[src/rtl/attn_seq_pkg.sv]
// attn_seq_pkg: shared definitions for the attention-core instruction sequencer.
//   state_e     4-bit sequencer state codes (also driven on the debug state port)
//   sfp_mode_e  SFP command codes carried in the top field of the instruction word
//   F_*         bit indices of the single-bit flags in inst[7:0]
//   *_lsb()     field offsets inside the instruction word as a function of ADDR_W
package attn_seq_pkg;

    typedef enum logic [3:0] {
        ST_IDLE       = 4'd0,
        ST_Q_WRITE    = 4'd1,
        ST_K_WRITE    = 4'd2,
        ST_K_LOAD     = 4'd3,
        ST_EXEC       = 4'd4,
        ST_ROW_WAIT   = 4'd5,
        ST_SFP_ACCUM  = 4'd6,
        ST_SFP_HOLD   = 4'd7,
        ST_SFP_DIV    = 4'd8,
        ST_WRITE_PMEM = 4'd9,
        ST_DONE       = 4'd10,
        ST_READBACK   = 4'd11
    } state_e;

    typedef enum logic [1:0] {
        SFP_OFF   = 2'b00,
        SFP_ACCUM = 2'b01,
        SFP_HOLD  = 2'b10,
        SFP_DIV   = 2'b11
    } sfp_mode_e;

    localparam int unsigned F_PMEM_WR = 0;
    localparam int unsigned F_PMEM_RD = 1;
    localparam int unsigned F_KMEM_WR = 2;
    localparam int unsigned F_KMEM_RD = 3;
    localparam int unsigned F_QMEM_WR = 4;
    localparam int unsigned F_QMEM_RD = 5;
    localparam int unsigned F_LOAD    = 6;
    localparam int unsigned F_EXECUTE = 7;

    localparam int unsigned PMEM_LSB = 8;

    function automatic int unsigned qk_lsb(input int unsigned aw);
        return 8 + aw;
    endfunction

    function automatic int unsigned ofifo_bit(input int unsigned aw);
        return 8 + 2 * aw;
    endfunction

    function automatic int unsigned sfp_lsb(input int unsigned aw);
        return 9 + 2 * aw;
    endfunction

endpackage

[src/rtl/attn_seq_cnt.sv]
// attn_seq_cnt: ADDR_W-bit up-counter used for the phase address and row index.
//   clk, reset  clock and synchronous active-high reset
//   clr_i       synchronous clear (wins over en_i)
//   en_i        increment
//   limit_i     runtime terminal value
//   nxt_o       value the counter will hold after this edge
//   tc_o        current value equals limit_i
module attn_seq_cnt #(
    parameter int unsigned ADDR_W = 4
) (
    input  logic              clk,
    input  logic              reset,
    input  logic              clr_i,
    input  logic              en_i,
    input  logic [ADDR_W-1:0] limit_i,
    output logic [ADDR_W-1:0] nxt_o,
    output logic              tc_o
);

    logic [ADDR_W-1:0] cnt_q, cnt_d;

    always_comb begin
        cnt_d = cnt_q;
        if (clr_i)
            cnt_d = '0;
        else if (en_i)
            cnt_d = cnt_q + ADDR_W'(1);
    end

    always_ff @(posedge clk) begin
        if (reset)
            cnt_q <= '0;
        else
            cnt_q <= cnt_d;
    end

    assign nxt_o = cnt_d;
    assign tc_o  = (cnt_q == limit_i);

endmodule

[src/rtl/attn_seq_ctrl.sv]
// attn_seq_ctrl: drives one attention core through a full pass
// (Q/K fill, K load, execute, per-row softmax and PMEM write).
//   clk, reset     clock and synchronous active-high reset
//   start          begin a pass (sampled only in IDLE)
//   ld_done        K load into the MAC columns finished
//   ofifo_valid    OFIFO holds a complete row
//   sfp_ready      SFP can accept a command
//   int_fifo_full  partner core's partial sum present
//   inst           registered instruction word {sfp_mode, ofifo_rd, qk_add, pmem_add, flags[7:0]}
//   state          current state code (debug)
//   busy           state != IDLE
//   done           one-cycle pulse at the end of a pass
// Optional feature: define ATTN_SEQ_PMEM_READBACK_EN to add a PMEM read-back
// burst (READBACK state) after the last row is written.
module attn_seq_ctrl
    import attn_seq_pkg::*;
#(
    parameter  int unsigned ADDR_W  = 4,
    parameter  int unsigned Q_DEPTH = 16,
    parameter  int unsigned K_DEPTH = 8,
    localparam int unsigned INST_W  = 2 * ADDR_W + 11
) (
    input  logic              clk,
    input  logic              reset,
    input  logic              start,
    input  logic              ld_done,
    input  logic              ofifo_valid,
    input  logic              sfp_ready,
    input  logic              int_fifo_full,
    output logic [INST_W-1:0] inst,
    output logic [3:0]        state,
    output logic              busy,
    output logic              done
);

    localparam int unsigned QK_LSB    = qk_lsb(ADDR_W);
    localparam int unsigned OFIFO_BIT = ofifo_bit(ADDR_W);
    localparam int unsigned SFP_LSB   = sfp_lsb(ADDR_W);
    localparam logic [ADDR_W-1:0] Q_LAST = ADDR_W'(Q_DEPTH - 1);
    localparam logic [ADDR_W-1:0] K_LAST = ADDR_W'(K_DEPTH - 1);

    state_e              state_q, state_d;
    logic [INST_W-1:0]   inst_q, inst_d;
    logic                burst_q, burst_d;   // K_LOAD kmem_rd burst finished
    logic                busy_q, done_q;

    logic                pc_clr, pc_en, pc_tc;
    logic [ADDR_W-1:0]   pc_limit, pc_nxt;
    logic                rc_clr, rc_en, rc_tc;
    logic [ADDR_W-1:0]   rc_nxt;

    assign pc_limit = (state_q == ST_K_WRITE || state_q == ST_K_LOAD) ? K_LAST : Q_LAST;

    attn_seq_cnt #(.ADDR_W(ADDR_W)) u_phase_cnt (
        .clk     (clk),
        .reset   (reset),
        .clr_i   (pc_clr),
        .en_i    (pc_en),
        .limit_i (pc_limit),
        .nxt_o   (pc_nxt),
        .tc_o    (pc_tc)
    );

    attn_seq_cnt #(.ADDR_W(ADDR_W)) u_row_cnt (
        .clk     (clk),
        .reset   (reset),
        .clr_i   (rc_clr),
        .en_i    (rc_en),
        .limit_i (Q_LAST),
        .nxt_o   (rc_nxt),
        .tc_o    (rc_tc)
    );

    always_comb begin
        state_d = state_q;
        burst_d = burst_q;
        pc_clr  = 1'b0;
        pc_en   = 1'b0;
        rc_clr  = 1'b0;
        rc_en   = 1'b0;
        case (state_q)
            ST_IDLE: begin
                pc_clr = 1'b1;
                rc_clr = 1'b1;
                if (start) state_d = ST_Q_WRITE;
            end
            ST_Q_WRITE: begin
                if (pc_tc) begin state_d = ST_K_WRITE; pc_clr = 1'b1; end
                else pc_en = 1'b1;
            end
            ST_K_WRITE: begin
                burst_d = 1'b0;
                if (pc_tc) begin state_d = ST_K_LOAD; pc_clr = 1'b1; end
                else pc_en = 1'b1;
            end
            ST_K_LOAD: begin
                // The last kmem_rd cycle already counts as burst complete, so
                // ld_done seen there exits with no tail cycle.
                if (!burst_q) begin
                    if (pc_tc) begin burst_d = 1'b1; pc_clr = 1'b1; end
                    else pc_en = 1'b1;
                end
                if (ld_done && (burst_q || pc_tc)) begin
                    state_d = ST_EXEC;
                    burst_d = 1'b0;
                    pc_clr  = 1'b1;
                end
            end
            ST_EXEC: begin
                if (pc_tc) begin
                    state_d = ST_ROW_WAIT;
                    pc_clr  = 1'b1;
                    rc_clr  = 1'b1;
                end else pc_en = 1'b1;
            end
            ST_ROW_WAIT:  if (ofifo_valid && sfp_ready) state_d = ST_SFP_ACCUM;
            ST_SFP_ACCUM: state_d = ST_SFP_HOLD;
            ST_SFP_HOLD:  if (int_fifo_full && sfp_ready) state_d = ST_SFP_DIV;
            ST_SFP_DIV:   state_d = ST_WRITE_PMEM;
            ST_WRITE_PMEM: begin
                if (rc_tc) begin
`ifdef ATTN_SEQ_PMEM_READBACK_EN
                    state_d = ST_READBACK;
                    pc_clr  = 1'b1;
`else
                    state_d = ST_DONE;
`endif
                end else begin
                    rc_en   = 1'b1;
                    state_d = ST_ROW_WAIT;
                end
            end
`ifdef ATTN_SEQ_PMEM_READBACK_EN
            ST_READBACK: begin
                if (pc_tc) begin state_d = ST_DONE; pc_clr = 1'b1; end
                else pc_en = 1'b1;
            end
`endif
            ST_DONE: state_d = ST_IDLE;
            default: state_d = ST_IDLE;
        endcase
    end

    // The instruction is built from the next state and next counter values so
    // the registered word lines up with the first cycle of each state.
    always_comb begin
        inst_d = '0;
        case (state_d)
            ST_Q_WRITE: begin
                inst_d[F_QMEM_WR] = 1'b1;
                inst_d[QK_LSB +: ADDR_W] = pc_nxt;
            end
            ST_K_WRITE: begin
                inst_d[F_KMEM_WR] = 1'b1;
                inst_d[QK_LSB +: ADDR_W] = pc_nxt;
            end
            ST_K_LOAD: begin
                inst_d[F_LOAD] = 1'b1;
                if (!burst_d) begin
                    inst_d[F_KMEM_RD] = 1'b1;
                    inst_d[QK_LSB +: ADDR_W] = pc_nxt;
                end
            end
            ST_EXEC: begin
                inst_d[F_EXECUTE] = 1'b1;
                inst_d[F_QMEM_RD] = 1'b1;
                inst_d[QK_LSB +: ADDR_W] = pc_nxt;
            end
            ST_ROW_WAIT: inst_d[PMEM_LSB +: ADDR_W] = rc_nxt;
            ST_SFP_ACCUM: begin
                inst_d[SFP_LSB +: 2]  = SFP_ACCUM;
                inst_d[OFIFO_BIT]     = 1'b1;
            end
            ST_SFP_HOLD: inst_d[SFP_LSB +: 2] = SFP_HOLD;
            ST_SFP_DIV:  inst_d[SFP_LSB +: 2] = SFP_DIV;
            ST_WRITE_PMEM: begin
                inst_d[F_PMEM_WR] = 1'b1;
                inst_d[PMEM_LSB +: ADDR_W] = rc_nxt;
            end
`ifdef ATTN_SEQ_PMEM_READBACK_EN
            ST_READBACK: begin
                inst_d[F_PMEM_RD] = 1'b1;
                inst_d[PMEM_LSB +: ADDR_W] = pc_nxt;
            end
`endif
            default: inst_d = '0;
        endcase
    end

    always_ff @(posedge clk) begin
        if (reset) begin
            state_q <= ST_IDLE;
            inst_q  <= '0;
            burst_q <= 1'b0;
            busy_q  <= 1'b0;
            done_q  <= 1'b0;
        end else begin
            state_q <= state_d;
            inst_q  <= inst_d;
            burst_q <= burst_d;
            busy_q  <= (state_d != ST_IDLE);
            done_q  <= (state_d == ST_DONE);
        end
    end

    assign inst  = inst_q;
    assign state = state_q;
    assign busy  = busy_q;
    assign done  = done_q;

endmodule

[config.mk]
export PLATFORM = sky130hd
export DESIGN_NAME = attn_seq_ctrl
export DESIGN_NICKNAME = d
export VERILOG_FILES = /design/src/rtl/attn_seq_pkg.sv /design/src/rtl/attn_seq_cnt.sv /design/src/rtl/attn_seq_ctrl.sv
export SDC_FILE = /design/constraint.sdc
export NUM_CORES = 1
export LEC_CHECK = 0
export BUFFER_PORTS_ARGS = -buffer_cell sky130_fd_sc_hd__clkbuf_2
export CAP_MARGIN = 0
export CORE_AREA = 5 5 59 88
export DETAILED_ROUTE_END_ITERATION = 6
export DIE_AREA = 0 0 64 93
export GPL_TIMING_DRIVEN = 1
export PLACE_DENSITY = 0.62
export SYNTH_ARGS = -nofsm -noshare
export SYNTH_HDL_FRONTEND = slang
export SYNTH_SLANG_ARGS = --single-unit
[constraint.sdc]
create_clock -name clk -period 5.9 [get_ports clk]
set_clock_uncertainty 0.05 [all_clocks]
set_input_delay 1.18 -clock clk [delete_from_list [all_inputs] [get_ports clk]]
set_output_delay 1.18 -clock clk [all_outputs]
set_load 0.005 [all_outputs]
Yosys cells after proc, flatten, opt, wreduce, memory -nomap -nowiden
Cells that the tools add are included.

word-level totals
  word-level logic and storage cells = 84
  bits in registers = 34
  input bits = 7
  output and inout port bits = 25

operators by class
  multiplexer cells = 37
  reduce and logical (&&, ||, !) cells = 12
  equal/unequal tests = 21
  add/subtract/negate cells = 2
  bitwise logic cells = 2

operator list
  operator                                             count
  2-to-1 mux 4 bit                                     14
  case mux 4 bit (10 select lines)                     1
  equality test 4 x 3 -> 1 bit, second input constant  8
  equality test 4 bit, second input constant           6
  equality test 4 x 2 -> 1 bit, second input constant  4
  2-to-1 mux 1 bit                                     16
  adder 4 x 1 -> 4 bit, second input constant          2
  equality test 4 x 1 -> 1 bit, second input constant  2
  case mux 4 bit (2 select lines)                      1
  case mux 1 bit (2 select lines)                      3
  case mux 2 bit (3 select lines)                      1
  OR reduction 2 bit                                   3
  OR reduction 3 bit                                   2
  equality test 4 bit                                  1
  logical NOT 4 bit                                    1
  nonzero test 4 bit                                   1
  logical AND 1 bit                                    3
  case mux 1 bit (3 select lines)                      1
  logical OR 1 bit                                     2
  inverter 1 bit                                       2

Longest topological paths before layout
Gate-level depths: netlist of the first run.

  word-level depth = 12
  depth in mapped cells = 7
  mapped depth without buffers = 7

Cells and area by module
A second synthesis of the first run with hierarchy kept.

unflattened totals
  cells, all modules = 194
  area total of the unflattened synthesis = 1848.0 um^2

modules (own cells, without submodules)
  module         area each (um^2)  times used  sequential area each (um^2)  cells an instance
  attn_seq_ctrl  1310.0            1           480.5                        138
  attn_seq_cnt   269.0             2           80.1                         28

Least setup slack after synthesis of the first run
OpenSTA, ideal clock, no wires.

  kind = input to register
  start point = in start
  end point = reg inst_q[12] (netlist: inst[12])
  setup time = 78 ps
  stages = 5
  data arrival time = 2256 ps
  path buffers = 0
  setup slack = 3515 ps
  data required time = 5772 ps
  path through = o211ai_1 o31ai_1 a211oi_2 a21oi_2 nor3_1

between the ends
  cells in the longest elaborated chain, start to end = 5
  elaborated cells on any way between the ends = 8
  those cells by class = eq/ne: 4; mux: 3; reduce/logical: 1

RTL lines
  what                                                        RTL line              text
  start, declared                                             attn_seq_ctrl.sv:25   input logic start,
  2-to-1 mux 4 bit *                                          attn_seq_ctrl.sv:85   if (start) state_d = ST_Q_WRITE;
  case mux 4 bit (10 select lines) *                          attn_seq_ctrl.sv:81   case (state_q)
  equality test 4 x 3 -> 1 bit, or another cell as far along  attn_seq_ctrl.sv:148  case (state_d)
  OR reduction 3 bit (no source line)                         --
  case mux 4 bit (2 select lines) *                           attn_seq_ctrl.sv:148
  end signal, assigned                                        attn_seq_ctrl.sv:199  inst_q <= inst_d;
  end, declared                                               attn_seq_ctrl.sv:43   logic [INST_W-1:0] inst_q, inst_d;

Mark *: on every way between the ends. The rest lies on a longest branch, timed or not.
A chain may end at the register's enable or synchronous reset.

Worst setup path after layout of the first run
  start point = reg state_q[0] (netlist: state[0])
  end point = out state[0]

RTL lines
  what                    RTL line              text
  start, declared         attn_seq_ctrl.sv:42   state_e state_q, state_d;
  start signal, assigned  attn_seq_ctrl.sv:198  state_q <= state_d;
  end, declared           attn_seq_ctrl.sv:31   output logic [3:0] state,

No word-level cell between the ends.

==> results of run 1 <==
## how the worst min path moves through the flow
stage / startpoint / endpoint / slack (ps) / cells after the start
after floorplan: u_phase_cnt.cnt_q[1] / u_phase_cnt.cnt_q[1] / 460 / 2
after global placement: u_row_cnt.cnt_q[1] / u_row_cnt.cnt_q[1] / 490 / 2
after detailed placement: u_row_cnt.cnt_q[0] / u_row_cnt.cnt_q[0] / 500 / 2
after CTS: u_row_cnt.cnt_q[1] / u_row_cnt.cnt_q[1] / 520 / 2
after global routing: burst_q / burst_q / 550 / 2
final: u_row_cnt.cnt_q[1] / u_row_cnt.cnt_q[1] / 510 / 2
## cell usage in the layout (no fill, tap or decap), types with 2 or more instances in the layout
cell type / synthesis / routed
nand2_1: 8 / 8
xnor2_1: 2 / 2
clkbuf_8: 0 / 5
nor3_1: 14 / 14
nand2b_1: 4 / 4
nor2b_1: 5 / 5
nor2_1: 23 / 23
nand3_1: 7 / 7
dfxtp_1: 32 / 32
a21oi_1: 7 / 7
clkbuf_2: 0 / 30
nand4_1: 3 / 3
and3_1: 2 / 2
and2_1: 2 / 2
inv_1: 2 / 2
xor2_1: 2 / 2
a31oi_1: 3 / 3
mux2i_1: 4 / 4
nor3b_1: 2 / 2
o21ai_0: 3 / 3
o211ai_1: 2 / 2
ha_1: 2 / 2
a21o_1: 2 / 2
## flip-flops by register name, summed over array words and instances (netlist names)
name and flops:
burst_q 1, inst 17, u_row_cnt.cnt_q 4, u_phase_cnt.cnt_q 4, done 1, state 4, busy 1
## final cells by class
cell class	instances	area share
Sequential cell	32	0.3691
Multi-Input combinational cell	123	0.4412
Clock inverter	3	0.02451
Clock buffer	5	0.03965
Timing Repair Buffer	30	0.08652
Tap cell	48	0.03461
Inverter	2	0.004326
## power by group through the flow
stage / Sequential, mW / Combinational [mW] / Clock, mW
final: 0.222 / 0.0229 / 0.205
after global routing: 0.222 / 0.0252 / 0.223
after CTS: 0.222 / 0.0232 / 0.213
after detailed placement: 0.227 / 0.0230 / 0
after global placement: 0.227 / 0.0229 / 0
after floorplan: 0.224 / 0.0182 / 0
## kinds of logic after synthesis
logic type | Yosys count | synth area share
flops | 32 | 0.4357
buf+inv | 12 | 0.04340
xor+xnor | 4 | 0.02383
fa+ha+maj | 2 | 0.01702
compound gates | 32 | 0.1532
simple gates | 78 | 0.2791
mux | 6 | 0.04510
other cells | 1 | 0.002551
## layer usage
| layer | global-route usage | vias up |
|---|---|---|
| li1 | - | 642 |
| met1 | 0.1348 | 579 |
| met2 | 0.1862 | 31 |
| met3 | 0.03125 | 6 |
| met4 | 0.06759 | 0 |
| met5 | 0 | - |
## through the flow
| step | area [µm²] | worst slack (ps) | hold slack [ps] | utilization |
|---|---|---|---|---|
| global placement | 1624 | 3181 | 488.1 | 0.3698 |
| finish | 1735 | 3377 | 514.4 | 0.3952 |
| CTS | 1735 | 3381 | 516.7 | 0.3952 |
| floorplan | 1470 | 3515 | 457.8 | - |
| global route | 1735 | 3282 | 545.3 | 0.3952 |
| detailed placement | 1624 | 3131 | 499.6 | 0.3698 |
==> summary.txt, run 1 <==
Clock tree
  • CTS clk-pin slew, worst paths: 70 ps
  • Total CTS buffers: 5
  • Post-CTS Hold Buffers: 0
  • Post CTS Setup Buffer Count: 0
  • TritonCTS clock tree: built
  • H-tree depth: 2
  • Worst-case clock buffer depth: 2
  • # resized after CTS: 0
  • Clk root buf: clkbuf_8
  • Worst-Skew Late Latency: 280 ps
  • CTS sink cnt: 32

STA
  • Slew at the pin with the worst max-slew slack: a little over 700 ps
  • Final period utilization: 0.4276
  • F_max: 0.3964 GHz
  • RSZ-0062 raised after global routing: no
  • Post-layout min period: approximately 2500 ps
  • TNS Setup: 0 ps
  • Max_slew headroom: 0.5242
  • Max-slew violation count: 0
  • Setup violators final: 0
  • Hold Vio Cnt, Final: 0

Die
  • Die area: 5952 µm²
  • Core area: 4392 µm²
  • Starting density of the core: 0.3348
  • Die H: 93 µm
  • Die width: 64 µm
  • I/O Pins: 32
  • # rows: 30

Setup path
  • Crit path launch type: flop
  • CP Depth: 1
  • Setup Crit Path Kind: flop to output port
  • Worst R2R Path Depth: 5
  • CP max FO: 23
  • CP endpoint: state[0]
  • CP Cell Sequence: clkbuf_2
  • Crit path max-delay family: flip-flops
  • WP data arrival: 1290 ps
  • R2R Setup Slk: 3550 ps
  • Critical Path End Type: output port
  • Critical Path RT: 4670 ps
  • Worst path slowest cell: dfxtp_1
  • Worst R2R Start: state[0]
  • Largest stage delay, worst path: 780 ps
  • Crit. Startpoint: state[0]
  • Reg2reg end: inst[13]
  • WP buf/inv: 1

Routing
  • Wire length on met2: 1608 µm
  • DR vias: about 1,300
  • Vias/cell: about 5.2
  • Met1 wire length: approximately 1400 µm
  • WL/cell: 13.47 µm
  • DR top layer: met4
  • Routed WL: about 3300 µm
  • DRC viols: 0
  • Metal3 WL: between 150 and 200 µm
  • Drt first pass iters: 4
  • DR iter-0 viols: slightly above 80
  • Routed Antenna Nets: 0

Synth
  • Mapped Area: 1470 µm²
  • Dominant cells by area after synthesis: dfxtp_1, nor2_1, nor3_1
  • Avg Cell Area, Syn: a little under 9 µm²
  • Asr flop ratio synth: 0
  • Gate Count Post-Synth: 167
  • Post-synth top cells: dfxtp_1, nor2_1, nor3_1, nand2_1
  • Leading area contributor after synthesis: dfxtp_1
  • Syn Nets: 176
  • Post-synth EDFFs: 0
  • Register bit total from synthesis: 32
  • Yosys top cell area share: 0.4357
  • Count of cell types in the netlist: 50
  • Ys flop type: dfxtp_1
  • Total number of yosys warnings: 0
  • Register area share after synthesis: 0.4357
  • Most common cell in the netlist: dfxtp_1

Place
  • DPL Wire Length: 2479 µm
  • Routability Congestion: 0.7969
  • Post-Place Cells: 235
  • Port buffer count: 30

Power
  • Maximum vdd drop: 0.0001367 V
  • Lkg Pwr: 0.7041 nW
  • Total power: 0.4498 mW
  • Int Pwr: 0.3523 mW
  • Power Density: 259.2 nW/µm²
  • Sw frac: 0.2167
  • Comb pwr share: 0.051
  • Sw Pwr: 0.09748 mW
  • Power share of the sequential group: 0.494
  • Power share of the clock group: 0.455

Final layout
  • Finished Layout Cells: 243
  • Final #Nets: 203
  • Multi-input gate area: 765.7 µm²
  • Ant diodes: 0
  • Layout cells sized above 1: 0.2513
  • Filler cells: between 400 and 500
  • P&R area growth vs syn: 18.04%
  • Reg area: 640.6 µm²

GRT
  • Largest net degree at the start of global routing: 24
  • Gr ovfl total: 0
  • GRT Total Usage: 0.1156
  • Initial antenna violation count: 0
  • Global-route wire length before repair: 5382 µm
  • Vias in the first global route: 1,154

Status
  • Status: finished clean

Flow run
  • Max-Cap Viols: 0

Worst hold path
  • Worst Hold Class: flop to flop
Power figures use the tool's default switching activity.
==> run 2, diff against run 1 <==
==> constraint.sdc (replaced) <==
create_clock -name clk -period 2.4 [get_ports clk]
set_clock_uncertainty 0.05 [all_clocks]
set_input_delay 0.48 -clock clk [delete_from_list [all_inputs] [get_ports clk]]
set_output_delay 0.48 -clock clk [all_outputs]
set_load 0.005 [all_outputs]
==> run 2 against run 1 <==
Flip-flop and latch count unchanged. Combinational power grew to 2.9 times the previous value. Power rose by 130%. Global-route usage is 0.83 points higher. Utilization increased by 0.48 points. Die area is the same. Final area up 1.2%. Critical path type is now flop to flop.
==> summary.txt, run 2 (synthesized netlist as in run 1, its figures left out) <==
Clock tree
  • # resized after CTS: 0 (unchanged)
  • TritonCTS clock tree: built
  • Post-CTS Hold Buffers: 0 (unchanged)
  • CTS sink cnt: 32 (unchanged)
  • CTS clk-pin slew, worst paths: 70 ps (about the same)
  • Worst-case clock buffer depth: 2 (unchanged)
  • H-tree depth: 2 (unchanged)
  • Clk root buf: clkbuf_8
  • Total CTS buffers: 5 (unchanged)
  • Post CTS Setup Buffer Count: 0 (unchanged)
  • Worst-Skew Late Latency: 290 ps (about the same)

Place
  • DPL Wire Length: 2664 µm (+7.5%)
  • Routability Congestion: 0.8514 (+6.8%)
  • Post-Place Cells: 241 (+2.6%)
  • Port buffer count: 30 (unchanged)

Final layout
  • Ant diodes: 0 (unchanged)
  • Multi-input gate area: 765.7 µm² (unchanged)
  • Reg area: 640.6 µm² (unchanged)
  • Commonest non-fill, non-tap cell in the layout: dfxtp_1
  • Most used cells in the layout excluding fill and tap cells: dfxtp_1, clkbuf_2, nor2_1
  • Layout cells sized above 1: 0.2736 (+0.02235)
  • Final #Nets: 209 (+3.0%)
  • P&R area growth vs syn: 19.49%
  • Filler cells: 455 (-4.0%)
  • Finished Layout Cells: 249 (+2.5%)
  • Max reg flops: 17 (unchanged)

Setup path
  • Critical Path End Type: flop
  • Crit path launch type: flop
  • Setup Crit Path Kind: flop to flop
  • Largest stage delay, worst path: 690 ps (-90 ps)
  • Crit path max-delay family: simple AND/OR/NAND/NOR gates
  • WP data arrival: 2230 ps (+940 ps)
  • WP buf/inv: 0 (-1)
  • Worst path slowest cell: dfxtp_1
  • CP Depth: 6 (+5)
  • CP max FO: 17 (-26%)
  • CP Cell Sequence: and2b_1 > nand3_1 > o211ai_1 > nor2b_1 > nand2b_1 > a21boi_0
  • Critical Path RT: 2560 ps (-2110 ps)
  • Worst R2R Path Depth: 6 (+1)

STA
  • RSZ-0062 raised after global routing: no
  • Max-slew violation count: 0 (unchanged)
  • Final period utilization: 0.8625
  • Post-layout min period: 2070 ps
  • TNS Setup: 0 ps (unchanged)
  • Hold Vio Cnt, Final: 0 (unchanged)
  • Setup violators final: 0 (unchanged)
  • Max_slew headroom: 0.6145 (+0.09023)
  • Slew at the pin with the worst max-slew slack: 577.5 ps (-135.2 ps)
  • F_max: 0.4831 GHz

Status
  • Status: finished clean

Routing
  • WL/cell: 13.98 µm (+3.7%)
  • DRC viols: 0 (unchanged)
  • DR iter-0 viols: 26 (-69%)
  • Drt first pass iters: 4 (unchanged)
  • DR vias: 1,310 (+4.1%)
  • Routed Antenna Nets: 0 (unchanged)
  • Routed WL: 3480 µm (+6.3%)
  • Vias/cell: 5.261 (+1.6%)

GRT
  • Global-route wire length before repair: 5789 µm (+7.6%)
  • Gr ovfl total: 0 (unchanged)
  • Largest net degree at the start of global routing: 18 (-25%)
  • GRT Total Usage: 0.1239 (+0.008307)
  • Vias in the first global route: 1,315 (+14%)
  • Initial antenna violation count: 0 (unchanged)

Die
  • Die H: 93 µm (unchanged)
  • I/O Pins: 32 (unchanged)
  • Die width: 64 µm (unchanged)
  • # rows: 30 (unchanged)
  • Core area: 4392 µm² (unchanged)
  • Die area: 5952 µm² (unchanged)
  • Starting density of the core: 0.3348 (unchanged)

Flow run
  • Max-Cap Viols: 0 (unchanged)

Power
  • Lkg Pwr: 0.7285 nW (+3.5%)
  • Power Density: 579.0 nW/µm² (+120%)
  • Maximum vdd drop: 0.0002911 V (+110%)

Worst hold path
  • WHS Path Cells: 2 (unchanged)
  • Worst Hold Class: flop to flop
==> run 2: cell count changes in the layout (fill, tap and decap cells not counted), sizes merged <==
cell | previous run | this run
buf | 0 | 6
clkinv | 1 | 3
bufinv | 1 | 0
clkinvlp | 1 | 0
==> run 2: path summary, 6_finish.rpt <==
path                                      startpoint                    to  slack (ps)
worst max-delay path                        state[0]              inst[17]         330
worst max register to register              state[0]              inst[17]         330
worst min-delay path            u_phase_cnt.cnt_q[1]  u_phase_cnt.cnt_q[1]         510
worst min register to register  u_phase_cnt.cnt_q[1]  u_phase_cnt.cnt_q[1]         510
==> run 2: power by group <==
group          leakage [nW]  switching, mW  total (mW)  internal, mW
Sequential            0.259        0.00800       0.544         0.536
Combinational         0.422         0.0376      0.0654        0.0279
Clock                0.0479          0.206       0.407         0.202
==> run 2: layout make-up <==
cell class / count / share of cell area
Multi-Input combinational cell: 123 / 0.4359
Sequential cell: 32 / 0.3647
Timing Repair Buffer: 36 / 0.1111
Tap cell: 48 / 0.03419
Clock inverter: 3 / 0.01068
Inverter: 2 / 0.004274
Clock buffer: 5 / 0.03917
==> run 2: worst reg2reg max path: stages (launching register included) <==
cell and delay, ps:
dfxtp_1 690, and2b_1 270, nand3_1 190, o211ai_1 180, nor2b_1 310, nand2b_1 110
a21boi_0 190
==> run 2: stage by stage <==
stage	worst slack, ps	area [µm²]	power [mW]	utilization	hold WS [ps]
6_report	330.1	1757	1.017	0.4000	509.3
5_1_grt	159.5	1757	1.056	0.4000	542.5
4_1_cts	346.1	1757	1.027	0.4000	509.4
3_5_place_dp	347.9	1669	0.6217	0.3801	497.7
3_3_place_gp	297.1	1669	0.6219	0.3801	488.9
2_1_floorplan	450.2	1470	0.5964	-	457.8
==> run 2: routing by layer <==
metal | GRT usage | vias up | wire, µm
li1 | - | 655 | -
met1 | 0.1263 | 602 | 1340
met4 | 0.08146 | 0 | 114
met5 | 0 | - | 0
met2 | 0.2148 | 42 | 1822
met3 | 0.03486 | 11 | 201
